===== config.mk =====
export PLATFORM = sky130hd
export DESIGN_NAME = seven_segment_sniffer
export DESIGN_NICKNAME = d
export VERILOG_FILES = /design/src/rtl/seven_seg_pkg.sv /design/src/rtl/seg_pattern_decode.sv /design/src/rtl/seven_segment_sniffer.sv
export SDC_FILE = /design/constraint.sdc
export NUM_CORES = 1
export LEC_CHECK = 0
export ABC_AREA = 1
export CORE_ASPECT_RATIO = 0.5
export CORE_UTILIZATION = 29
export DETAILED_ROUTE_END_ITERATION = 7
export PLACE_DENSITY = 0.57
export SLEW_MARGIN = 25
export SYNTH_ARGS = -nofsm -noshare
export SYNTH_HDL_FRONTEND = slang
export SYNTH_SLANG_ARGS = --single-unit

===== constraint.sdc =====
create_clock -name clk -period 2.5 [get_ports clk]
set_clock_uncertainty 0.2 [all_clocks]
set_input_delay 0.25 -clock clk [delete_from_list [all_inputs] [get_ports clk]]
set_output_delay 0.25 -clock clk [all_outputs]
set_load 0.005 [all_outputs]

===== src/rtl/seven_seg_pkg.sv =====
// Shared 7-segment definitions: segment bit indices, the hex pattern table,
// and encode/decode helpers used by both the display driver and the sniffer.
package seven_seg_pkg;

  // Segment bit positions within a 7-bit pattern (a is the MSB).
  localparam int SEG_A = 6;
  localparam int SEG_B = 5;
  localparam int SEG_C = 4;
  localparam int SEG_D = 3;
  localparam int SEG_E = 2;
  localparam int SEG_F = 1;
  localparam int SEG_G = 0;

  // Active-high pattern for each hex digit; entry i encodes nibble i.
  // Listed F down to 0 so the concatenation lands entry 0 in the low slot.
  localparam logic [15:0][6:0] SEG_TABLE = {
    7'h47, 7'h4F, 7'h3D, 7'h4E, 7'h1F, 7'h77, 7'h7B, 7'h7F,
    7'h70, 7'h5F, 7'h5B, 7'h33, 7'h79, 7'h6D, 7'h30, 7'h7E
  };

  // Decoder result: legal flag plus recovered nibble.
  typedef struct packed {
    logic       legal;
    logic [3:0] nib;
  } seg_dec_t;

  function automatic logic [6:0] seg_encode(input logic [3:0] nib);
    return SEG_TABLE[nib];
  endfunction

  // Reverse table lookup; legal stays 0 for any pattern not in the table.
  function automatic logic [3:0] seg_decode(input logic [6:0] pat, output logic legal);
    logic [3:0] n;
    n     = '0;
    legal = 1'b0;
    for (int i = 0; i < 16; i++) begin
      if (pat == SEG_TABLE[i]) begin
        n     = 4'(i);
        legal = 1'b1;
      end
    end
    return n;
  endfunction

endpackage


===== src/rtl/seg_pattern_decode.sv =====
// Combinational segment pattern -> {legal, nibble} decoder.
module seg_pattern_decode
  import seven_seg_pkg::*;
(
  input  logic [6:0] i_pat,
  output seg_dec_t   o_dec
);

  logic       w_legal;
  logic [3:0] w_nib;

  // Table lookup of the observed pattern.
  always_comb begin
    w_legal = 1'b0;
    w_nib   = seg_decode(i_pat, w_legal);
  end

  assign o_dec = '{legal: w_legal, nib: w_nib};

endmodule


===== src/rtl/seven_segment_sniffer.sv =====
// Display-bus sniffer: synchronises segment/ground lines, waits for a stable
// observation window, decodes the pattern and rebuilds the 4-digit hex value.
// Optional build macro SEG_ACTIVE_LOW_EN: treat seg_i as active-low
// (common-anode board); it is inverted right after the synchroniser.
module seven_segment_sniffer
  import seven_seg_pkg::*;
#(
  parameter int STABLE_CYCLES = 4
) (
  input  logic        clk,
  input  logic        rst_n,
  input  logic [6:0]  seg_i,
  input  logic [3:0]  grounds_i,
  input  logic        clear_err_i,
  output logic [15:0] value_o,
  output logic [3:0]  digit_valid_o,
  output logic        update_o,
  output logic        error_o
);

  localparam int NUM_DIGITS = 4;
  localparam int CW         = $clog2(STABLE_CYCLES + 1);

  logic [10:0]                 r_sync1, r_sync2, r_prev;
  logic [CW-1:0]               r_cnt;
  logic [NUM_DIGITS-1:0][3:0]  r_val;
  logic [NUM_DIGITS-1:0]       r_vld;
  logic                        r_upd, r_err;

  logic [6:0]            w_seg;
  logic [10:0]           w_obs;
  logic                  w_same, w_fire, w_set_err;
  logic [NUM_DIGITS-1:0] w_wr;
  seg_dec_t              w_dec;

  // Two-flop synchroniser on the raw {grounds, seg} word.
  always_ff @(posedge clk or negedge rst_n) begin
    if (!rst_n) begin
      r_sync1 <= '0;
      r_sync2 <= '0;
    end else begin
      r_sync1 <= {grounds_i, seg_i};
      r_sync2 <= r_sync1;
    end
  end

`ifdef SEG_ACTIVE_LOW_EN
  assign w_seg = ~r_sync2[6:0];
`else
  assign w_seg = r_sync2[6:0];
`endif

  assign w_obs  = {r_sync2[10:7], w_seg};
  assign w_same = (w_obs == r_prev);
  // Fire on the single cycle the counter steps into STABLE_CYCLES.
  assign w_fire = w_same && (r_cnt == CW'(STABLE_CYCLES - 1));

  // Stability counter: reload on any change, saturate once stable.
  always_ff @(posedge clk or negedge rst_n) begin
    if (!rst_n) begin
      r_prev <= '0;
      r_cnt  <= '0;
    end else begin
      r_prev <= w_obs;
      if (!w_same)
        r_cnt <= CW'(1);
      else if (r_cnt != CW'(STABLE_CYCLES))
        r_cnt <= r_cnt + CW'(1);
    end
  end

  seg_pattern_decode u_dec (
    .i_pat (w_seg),
    .o_dec (w_dec)
  );

  // Digit select: ~grounds is one-hot for a scanned digit and all-ones in
  // static mode, so it doubles as the write mask. Overlap/blank is ignored.
  always_comb begin
    w_wr      = '0;
    w_set_err = 1'b0;
    if (w_fire) begin
      case (w_obs[10:7])
        4'b1110, 4'b1101, 4'b1011, 4'b0111, 4'b0000: begin
          if (w_dec.legal) w_wr      = ~w_obs[10:7];
          else             w_set_err = 1'b1;
        end
        default: ;
      endcase
    end
  end

  // Output registers: nibble writes, valid flags and the update pulse.
  always_ff @(posedge clk or negedge rst_n) begin
    if (!rst_n) begin
      r_val <= '0;
      r_vld <= '0;
      r_upd <= 1'b0;
    end else begin
      for (int d = 0; d < NUM_DIGITS; d++) begin
        if (w_wr[d]) begin
          r_val[d] <= w_dec.nib;
          r_vld[d] <= 1'b1;
        end
      end
      r_upd <= |w_wr;
    end
  end

  // Sticky error; a new error outranks a same-cycle clear.
  always_ff @(posedge clk or negedge rst_n) begin
    if (!rst_n)           r_err <= 1'b0;
    else if (w_set_err)   r_err <= 1'b1;
    else if (clear_err_i) r_err <= 1'b0;
  end

  assign value_o       = r_val;
  assign digit_valid_o = r_vld;
  assign update_o      = r_upd;
  assign error_o       = r_err;

endmodule

* Word-level counts from Yosys, hierarchy flattened
Index checks and enable logic that the tools add are counted.
W data, S select, Z words.
** Word-level totals
- Flip-flop bits (word level) :: 58
- Input bits :: 14
** Cells by class
- Muxes and demuxes :: 41
- Reductions and logical operators :: 5
- $add $sub $neg :: 1
- Bitwise operators :: 1
- Equality and inequality tests :: 24
** Operator list (number)
- $eq A7 B7 Y1 const B :: 12
- $mux W4 :: 11
- $mux W1 :: 22
- $eq A7 B6 Y1 const B :: 3
- $mux W3 :: 6
- $eq A4 B4 Y1 const B :: 3
- $eq A11 B11 Y1 :: 1
- $eq A7 B5 Y1 const B :: 1
- $reduce_or A5 Y1 :: 1
- $eq A4 B3 Y1 const B :: 1
- $logic_not A4 Y1 :: 1
- $mux W2 :: 2
- $not A4 Y4 :: 1
- $reduce_or A4 Y1 :: 1
- $add A3 B1 Y3 const B :: 1
- $eq A3 B2 Y1 const B :: 1
- $ne A3 B3 Y1 const B :: 1
- $ne A2 B1 Y1 const B :: 1
- $reduce_bool A2 Y1 :: 1
- $logic_and A1 B1 Y1 :: 1

* Logic depth before layout (Yosys ltp)
Gate-level depths: netlist of run 1.
- Depth in word-level cells :: 21
- Depth in mapped cells :: 11
- Depth with buffers taken out :: 11

* Modules after synthesis
From an unflattened synthesis of run 1, not the netlist that was laid out.
** Unflattened totals
- Cells, all modules :: 280
- Area, all modules :: 2547.4 um^2
** By module, submodules not included
- seven_segment_sniffer :: seq. area each 1451.4 um^2, instances 1, area each 2267.2 um^2, cells each 219
- seg_pattern_decode :: seq. area each 0.0 um^2, instances 1, area each 280.3 um^2, cells each 61

* Worst setup path after synthesis of run 1
No wires, ideal clock.
- Kind :: register to register
- Start point :: register r_sync2[7]
- End point :: register r_val (netlist bit value_o[0])
- Path buffers :: 1
- Clock period less this slack :: 1.720 ns
- Stages on the path, launching flop included :: 12
- Slack :: 0.780 ns
- Data arrival time :: 1.403 ns
- Cell sequence :: dfrtp_1 -> inv_2 -> nand2_1 -> nand2_1 -> nand2_1 -> nor2_2 -> nand3_2 -> nor2_4 -> buf_6 -> nand3_4 -> nand2_1 -> nand2_1
** On the way
- Longest elaborated chain between the ends :: 4
** Ends and longest elaborated chain
- start: declaration :: line seven_segment_sniffer.sv:24 : logic [10:0] r_sync1, r_sync2, r_prev;
- start signal: assignment :: line seven_segment_sniffer.sv:43 : r_sync2 <= r_sync1;
- $eq A4 B4 Y1, or another cell as far along :: line seven_segment_sniffer.sv:83 : case (w_obs[10:7])
- $reduce_or A5 Y1 or $mux W4 (tied branches) :: line seven_segment_sniffer.sv:83, seven_segment_sniffer.sv:85
- $mux W4 :: line seven_segment_sniffer.sv:83
- $mux W4 * :: line seven_segment_sniffer.sv:82 : if (w_fire) begin
- end signal: indexed assignment :: line seven_segment_sniffer.sv:102 : r_val[d] <= w_dec.nib;
- end: declaration :: line seven_segment_sniffer.sv:26 : logic [NUM_DIGITS-1:0][3:0] r_val;
Every way passes the cells marked *; elsewhere a longest branch is shown, timed or not.
A chain may end at the register's enable or synchronous reset.

* Worst setup path in the final report of run 1
- Start point :: register r_sync2[7]
- End point :: register r_val (netlist bit value_o[12])
** On the way
- Longest elaborated chain between the ends :: 4
** Ends and longest elaborated chain (line)
- $eq A4 B4 Y1, or another cell as far along :: seven_segment_sniffer.sv:83
- $reduce_or A5 Y1 :: seven_segment_sniffer.sv:83
- $mux W4 :: seven_segment_sniffer.sv:83
- $mux W4 * :: seven_segment_sniffer.sv:82
Marks and branches as above.

==> flow_summary.toml, run 1 <==
[sta]
period_minus_slack_ns = 2.144
maxSlewViolCount = 0
fmax_mhz = 466.5
finalHoldViolations = 0
rsz0062_at_grt = "false"
finalSetupViolCount = 0
worst_pin_slew_ns = 0.5886
max-slew-margin-rel_pct = 60.76
finalSetupTns_ns = 0
min_period_over_period_pct = 85.75

[route]
wl_um = 4544
postRouteAntennaNets = 0
via_per_inst = 4.187
firstDrtPassIters = 6
drcViolationCount = 0
vias = 1746
avgRoutedWirePerCell_um = 10.90
drtIter0Drc = 80

[placement]
io_buffers = 35
gp_congestion = 0.9025
hpwl_um = 3427

[logic_synthesis]
synth_area_leaders = "dfrtp_1 (60%), nand2_1 (14%), inv_1 (3.3%), nor2_1 (3.3%), nand4_1 (2.9%)"
synth_area_leader_cell = "dfrtp_1"
netlist_instances = 254
yosysWarnings = 0
yosysUniqueCellTypes = 22
ys_seq_elements = 58
synth_top_area_share_pct = 60.32
netlist_area_um2 = 2406
synth_seq_area_share_pct = 60.32
syn_area_per_cell_um2 = 9.473
synthesis.nets = 271

[cts]
ctsLongestPathBuffers = 2
h-tree-depth = 3
clock_latency_ns = 0.32
cts-buffers-inserted = 9
cts_tree = "done"
path_clk_slew_ns = 0.05
clock_sinks = 58
cts_resized = 0
root_buffer = "clkbuf_16"

[global_route]
grt_pass1_wl_um = 7845
track_usage_pct = 12.31
grt_max_degree = 28
grt_pass1_vias = 1712
antenna_found_initial = 0
grt_overflow_total = 0

[worst_setup_path]
critPathRequiredTime_ns = 2.50
worst-r2r-cell-count = 10
worstSetupPathType = "reg2reg"
end_kind = "register"
cp.arrival_ns = 2.15
start_kind = "register"
cp_max_fo = 14

[pwr]
power_frac_comb_pct = 4.7
pwr-share-seq_pct = 42.8
ir_drop_uv = 364.9
pwr-share-clk_pct = 52.5
p_total_mw = 2.314
p_switching_mw = 0.4604
p_leak_nw = 1.573
swShare_pct = 19.90
intPower_mw = 1.854
power-per-cell-area_nw_per_um2 = 723.3

[floorplanning]
rows = 23
design.portCount = 36
core_area_um2 = 8029
dieHeight_um = 66.41
dieArea_um2 = 8687
initial_utilization_pct = 29.97
dieWidth_um = 130.8

[final_layout]
area_growth_pct = 32.97
drive_gt1_share_pct = 11.80
final_common_cell = "nand2_1"
post-route-util_pct = 39.85
mostFrequentLayoutCells = "nand2_1 (90), dfrtp_1 (58), clkdlybuf4s50_1 (34)"
antenna_cells = 0
final_nets = 318

[job]
maxCapViolCount = 0

[hold_path]
hp-class = "reg2reg"
min_path_cells = 0

[outcome]
status = "finished clean"
repair_timing:
item                      CTS  global route
hold buffers                1             0
buffers inserted            0             0
hold endpoints to repair   25             0
power groups by stage:
stage | sequential (mW) | clock (mW) | combinational (mW)
after floorplan | 1.00 | 0 | 0.0598
after global placement | 1.00 | 0 | 0.106
after detailed placement | 1.01 | 0 | 0.108
after CTS | 0.991 | 1.25 | 0.110
after global routing | 0.994 | 1.30 | 0.124
final | 0.991 | 1.22 | 0.108
cell usage after synthesis:
library cell  number
nand2_2            3
nor2_1            21
inv_1             21
nor3_1             4
o211ai_1           1
buf_6              2
nand4_1           11
o21ai_2            1
a21oi_1            2
nor2_4             2
nand3_4            2
ha_1               3
nand2_1           90
xnor2_1            7
nand3_2            2
nand3_1           11
inv_2              6
nor2_2             3
dfrtp_1           58
xor2_1             2
o21ai_0            1
nand3b_1           1
area by class of cell:
type / count / area (µm²)
Tap cell: 112 / 140.1
Sequential cell: 58 / 1451
Clock buffer: 13 / 270.3
Clock inverter: 2 / 35.03
Timing Repair Buffer: 38 / 370.4
Fill cell: 807 / 4830
Inverter: 27 / 101.3
Multi-Input combinational cell: 167 / 830.8
path summary, 6_finish.rpt:
check                                      from                       to  slack [ns]
min reg2reg                r_sync1[5]$_DFF_PN0_     r_sync2[5]$_DFF_PN0_        0.14
max                        r_sync2[7]$_DFF_PN0_  value_o[12]$_DFFE_PN0P_        0.36
max reg2reg                r_sync2[7]$_DFF_PN0_  value_o[12]$_DFFE_PN0P_        0.36
min                        r_sync1[5]$_DFF_PN0_     r_sync2[5]$_DFF_PN0_        0.14
max in group asynchronous                 rst_n     r_sync1[2]$_DFF_PN0_        1.17
min in group asynchronous                 rst_n       update_o$_DFF_PN0_        0.27
metal layers:
metal | GRT usage [%] | vias up | routed length [µm]
met5 | 0 | - | 0
met4 | 6.322 | 0 | 57
met3 | 4.935 | 7 | 226
met2 | 18.78 | 35 | 2147
met1 | 15.06 | 816 | 2112
li1 | - | 888 | -
cells by family (layout without fill, tap and decap cells):
| logic type | after synthesis | in the layout | share of synthesized area (%) |
|---|---|---|---|
| AOI/OAI and AO/OA | 5 | 5 | 1.300 |
| xor gates and xnor gates | 9 | 9 | 3.276 |
| adders and majority gates | 3 | 3 | 1.560 |
| buffers and inverters | 29 | 80 | 5.148 |
| DFF | 58 | 58 | 60.32 |
| and+or+nand+nor | 150 | 150 | 28.39 |
worst max-delay path: stages (launching register included):
cell and delay [ns]:
dfrtp_1 0.45, inv_2 0.14, nand2_1 0.06, nand2_1 0.05
nand2_1 0.06, nor2_2 0.15, nand3_2 0.13, nor2_4 0.34
nand3_1 0.25, nand2_1 0.12, nand2_1 0.06
flip-flops by register name, indices dropped and copies added (netlist names):
register	flops
r_prev	11
value_o	16
error_o	1
r_sync2	11
digit_valid_o	4
r_cnt	3
update_o	1
r_sync1	11
metrics by stage:
step	setup slack [ns]	area [µm²]	std cells	hold slack [ns]
6_report	0.3562	3199	417	0.1434
4_1_cts	0.3413	3199	417	0.1449
3_5_place_dp	0.3464	2884	401	0.08831
3_3_place_gp	0.3899	2884	401	0.07186
2_1_floorplan	0.7799	2406	254	-0.2456
5_1_grt	0.1603	3199	417	0.1516
Power figures use the tool's default switching activity.
==> inputs of run 2 (changes only) <==
- CTS_BUF_LIST: not set -> sky130_fd_sc_hd__clkbuf_8
- SLEW_MARGIN: 25 -> not set
==> flow_summary.toml, run 2 (synthesis gave the netlist of run 1 again) <==
[final_layout]
area_growth_pct = 28.76
final_cell_area_um2 = 3098
largest_reg_flops = 16
drive_gt1_share_pct = 11.80
final_nets = 318
mostFrequentLayoutCells = "nand2_1 (90), dfrtp_1 (58), clkdlybuf4s50_1 (34)"
antenna_cells = 0
final_common_cell = "nand2_1"
final_cells = 417

[cts]
ctsLongestPathBuffers = 2
cts_setup_buffers = 0
cts_resized = 0
h-tree-depth = 3
hold_buffers = 1
cts_tree = "done"
clock_sinks = 58
clock_latency_ns = 0.33
cts-buffers-inserted = 9
path_clk_slew_ns = 0.06
root_buffer = "clkbuf_8"

[hold_path]
min-delay-start = "r_sync1[6]$_DFF_PN0_"
hp-class = "reg2reg"
min_path_cells = 0
min_to = "r_sync2[6]$_DFF_PN0_"

[global_route]
grt_overflow_total = 0
grt_pass1_vias = 1699
antenna_found_initial = 0
grt_pass1_wl_um = 7803
grt_max_degree = 28
track_usage_pct = 12.34

[sta]
period_minus_slack_ns = 2.139
maxSlewViolCount = 0
finalSetupTns_ns = 0
max-slew-margin-rel_pct = 60.80
finalSetupViolCount = 0
worst_pin_slew_ns = 0.5879
min_period_over_period_pct = 85.56
setup_ws_ns = 0.3610
finalHoldViolations = 0
fmax_mhz = 467.5
rsz0062_at_grt = "false"

[route]
top_layer_used = "met4"
drtIter0Drc = 70
postRouteAntennaNets = 0
firstDrtPassIters = 4
drcViolationCount = 0
via_per_inst = 4.223
vias = 1761
wl_met3_um = 274
avgRoutedWirePerCell_um = 10.90
wl_um = 4545
wl_met1_um = 2078
routed-wl-met2_um = 2130

[worst_setup_path]
r2r_slack_ns = 0.36
start_kind = "register"
cp.arrival_ns = 2.16
cp_num_buf_inv = 1
rr_endpoint = "value_o[12]$_DFFE_PN0P_"
cp_slowest_cell = "dfrtp_1"
critical-path-top-delay-family = "simple AND/OR/NAND/NOR gates"
worst-r2r-cell-count = 10
crit_path_max_incr_delay_ns = 0.45
timing.rr.start = "r_sync2[7]$_DFF_PN0_"
critPathRequiredTime_ns = 2.52
cp.depth = 10
cpMostUsedCell = "nand2_1"
path_cells = "inv_2 > nand2_1 > nand2_1 > nand2_1 > nor2_2 > nand3_2 > nor2_4 > nand3_1 > nand2_1 > nand2_1"
worstSetupPathType = "reg2reg"
cp_max_fo = 14
end_kind = "register"

[pwr]
intPower_mw = 1.540
ir_drop_uv = 211.7
p_switching_mw = 0.4208
p_total_mw = 1.961
power_frac_comb_pct = 5.5
p_leak_nw = 1.530
power-per-cell-area_nw_per_um2 = 632.9
pwr-share-clk_pct = 44.1
swShare_pct = 21.46
pwr-share-seq_pct = 50.4

[floorplanning]
core_area_um2 = 8029
dieWidth_um = 130.8
initial_utilization_pct = 29.97
design.portCount = 36
dieHeight_um = 66.41
rows = 23
dieArea_um2 = 8687

[job]
maxCapViolCount = 0

[placement]
io_buffers = 35
postPlaceCellArea_um2 = 2884
dpl.cell_count = 401
post-place-ws_ns = 0.3464
hpwl_um = 3427
gp_congestion = 0.9025

[outcome]
status = "finished clean"
[run 2: how the worst max path moves through the flow]
stage | startpoint | endpoint | slack [ns]
5_1_grt | r_sync2[0]$_DFF_PN0_ | value_o[4]$_DFFE_PN0P_ | 0.16
3_5_place_dp | r_sync2[7]$_DFF_PN0_ | value_o[12]$_DFFE_PN0P_ | 0.35
6_report | r_sync2[7]$_DFF_PN0_ | value_o[12]$_DFFE_PN0P_ | 0.36
2_1_floorplan | r_sync2[7]$_DFF_PN0_ | value_o[0]$_DFFE_PN0P_ | 0.78
4_1_cts | r_sync2[7]$_DFF_PN0_ | value_o[12]$_DFFE_PN0P_ | 0.34
3_3_place_gp | r_sync2[7]$_DFF_PN0_ | value_o[12]$_DFFE_PN0P_ | 0.39
[run 2: power groups by stage]
stage | registers [mW] | logic (mW) | clock network [mW]
final | 0.989 | 0.108 | 0.864
after CTS | 0.989 | 0.110 | 0.897
after detailed placement | 1.01 | 0.108 | 0
after global routing | 0.992 | 0.124 | 0.948
after global placement | 1.00 | 0.106 | 0
after floorplan | 1.00 | 0.0598 | 0
[run 2: layout make-up]
class	count	area [µm²]
Sequential cell	58	1451
Tap cell	112	140.1
Multi-Input combinational cell	167	830.8
Timing Repair Buffer	38	370.4
Clock inverter	3	38.79
Inverter	27	101.3
Fill cell	823	4931
Clock buffer	12	165.2
[run 2: metrics by stage]
stage	util [%]	hold WS, ns
global placement	35.92	0.07186
detailed placement	35.92	0.08831
CTS	38.59	0.1371
finish	38.59	0.1432
floorplan	-	-0.2456
global route	38.59	0.1271
[run 2: metal layers]
layer	vias to the layer above	global-route usage, %
met3	8	6.392
met1	830	14.95
met5	-	0
met2	38	18.65
li1	885	-
met4	0	4.598
==> inputs of run 3 (changes only) <==
- PLACE_DENSITY: 0.57 -> 0.45
==> flow_summary.toml, run 3 (synthesis gave the netlist of run 1 again) <==
[cts]
cts_resized = 0
clock_latency_ns = 0.34
cts_tree = "done"
clock_sinks = 58
cts_setup_buffers = 0
root_buffer = "clkbuf_8"
path_clk_slew_ns = 0.06
ctsLongestPathBuffers = 2
cts-buffers-inserted = 9
h-tree-depth = 3

[floorplanning]
dieHeight_um = 66.41
dieWidth_um = 130.8
initial_utilization_pct = 29.97
design.portCount = 36
rows = 23
dieArea_um2 = 8687
core_area_um2 = 8029

[worst_setup_path]
end_kind = "register"
timing.rr.start = "r_sync2[0]$_DFF_PN0_"
start_kind = "register"
worst-r2r-cell-count = 10
crit_path_max_incr_delay_ns = 0.44
cp-startpoint = "r_sync2[0]$_DFF_PN0_"
cp_slowest_cell = "dfrtp_1"
cp_max_fo = 13
cp.arrival_ns = 2.19
path_cells = "nand2_1 > nor2_1 > nand2_2 > nand3_1 > nor2_2 > nand3_2 > nand2_2 > nor2_1 > nand2_1 > nand2_1"
worstSetupPathType = "reg2reg"
rr_endpoint = "value_o[0]$_DFFE_PN0P_"
critPathRequiredTime_ns = 2.52
cpMostUsedCell = "nand2_1"
r2r_slack_ns = 0.34

[global_route]
grt_pass1_wl_um = 8024
grt_pass1_vias = 1652
antenna_found_initial = 0
grt_overflow_total = 0
grt_max_degree = 59
track_usage_pct = 12.97

[pwr]
power_frac_comb_pct = 5.9
p_total_mw = 1.881
intPower_mw = 1.440
swShare_pct = 23.43
power-per-cell-area_nw_per_um2 = 608.8
ir_drop_uv = 196.4
p_switching_mw = 0.4407
p_leak_nw = 1.531
pwr-share-clk_pct = 41.6
pwr-share-seq_pct = 52.6

[route]
routed-wl-met2_um = 1991
avgRoutedWirePerCell_um = 11.43
postRouteAntennaNets = 0
vias = 1738
drtIter0Drc = 87
via_per_inst = 4.158
drcViolationCount = 0
top_layer_used = "met4"
wl_met3_um = 244
wl_met1_um = 2479
firstDrtPassIters = 4
wl_um = 4776

[outcome]
status = "finished clean"

[sta]
worst_pin_slew_ns = 0.3329
maxSlewViolCount = 0
max-slew-margin-rel_pct = 77.78
finalSetupTns_ns = 0
min_period_over_period_pct = 86.55
rsz0062_at_grt = "false"
finalHoldViolations = 0
fmax_mhz = 462.2
finalSetupViolCount = 0
period_minus_slack_ns = 2.164

[placement]
io_buffers = 35
hpwl_um = 3391
postPlaceCellArea_um2 = 2897
dpl.cell_count = 401
gp_congestion = 0.8763

[final_layout]
drive_gt1_share_pct = 11.76
multi_input_area_um2 = 830.8
post-route-util_pct = 38.48
final_nets = 318
final_common_cell = "nand2_1"
mostFrequentLayoutCells = "nand2_1 (90), dfrtp_1 (58), clkdlybuf4s50_1 (34)"
regArea_um2 = 1451
n_fill_cell = 809
largest_reg_flops = 16
antenna_cells = 0
area_growth_pct = 28.39
final_cell_area_um2 = 3089
final_cells = 418

[hold_path]
min_to = "r_sync1[5]$_DFF_PN0_"
min_path_cells = 1
min-delay-start = "seg_i[5]"
hp-class = "in2reg"

[job]
maxCapViolCount = 0
[run 3: changes by cell type in the layout (fill, tap and decap cells not counted)]
cell / before / now
inv_1: 22 / 23
clkinv_2: 1 / 2
buf_4: 2 / 1
buf_12: 0 / 1
bufinv_16: 1 / 0
[run 3: metrics by stage]
step	hold WS (ns)	worst slack, ns
6_report	0.1384	0.3363
5_1_grt	0.1170	0.1393
2_1_floorplan	-0.2456	0.7799
4_1_cts	0.1141	0.3187
3_3_place_gp	0.07539	0.3684
3_5_place_dp	0.07747	0.3306
[run 3: worst max-delay path by stage]
stage          cells past startpoint                endpoint
6_report                          10  value_o[0]$_DFFE_PN0P_
5_1_grt                           10  value_o[0]$_DFFE_PN0P_
4_1_cts                           10  value_o[0]$_DFFE_PN0P_
3_5_place_dp                      10  value_o[0]$_DFFE_PN0P_
3_3_place_gp                      10  value_o[8]$_DFFE_PN0P_
2_1_floorplan                     11  value_o[0]$_DFFE_PN0P_
[run 3: repair_timing]
item                                    in CTS  in global routing
hold endpoints to repair                    58                  0
endpoints found under the setup margin       0                  0
hold buffers                                 1                  0
[run 3: power groups by stage]
stage / clock, mW / combinational (mW) / sequential (mW)
6_report: 0.782 / 0.110 / 0.989
5_1_grt: 0.862 / 0.126 / 0.993
4_1_cts: 0.825 / 0.113 / 0.990
3_5_place_dp: 0 / 0.112 / 1.01
3_3_place_gp: 0 / 0.111 / 1.00
2_1_floorplan: 0 / 0.0598 / 1.00
[run 3: worst max-delay path: cells and delay by family (launching register included)]
family           cells  cell delay, ns
flip-flops           1            0.44
AND/OR/NAND/NOR     10            1.43
[run 3: final cells by class]
class | count | share of cell area [%]
Sequential cell | 58 | 46.98
Multi-Input combinational cell | 167 | 26.89
Clock buffer | 12 | 5.346
Clock inverter | 4 | 0.5670
Tap cell | 112 | 4.536
Timing Repair Buffer | 38 | 12.39
Inverter | 27 | 3.281
[run 3: layer usage]
layer  vias to the layer above  GRT usage [%]
met5                         -              0
met4                         0          6.034
met3                         7          6.149
met2                        37          17.59
met1                       802          17.16
li1                        892              -
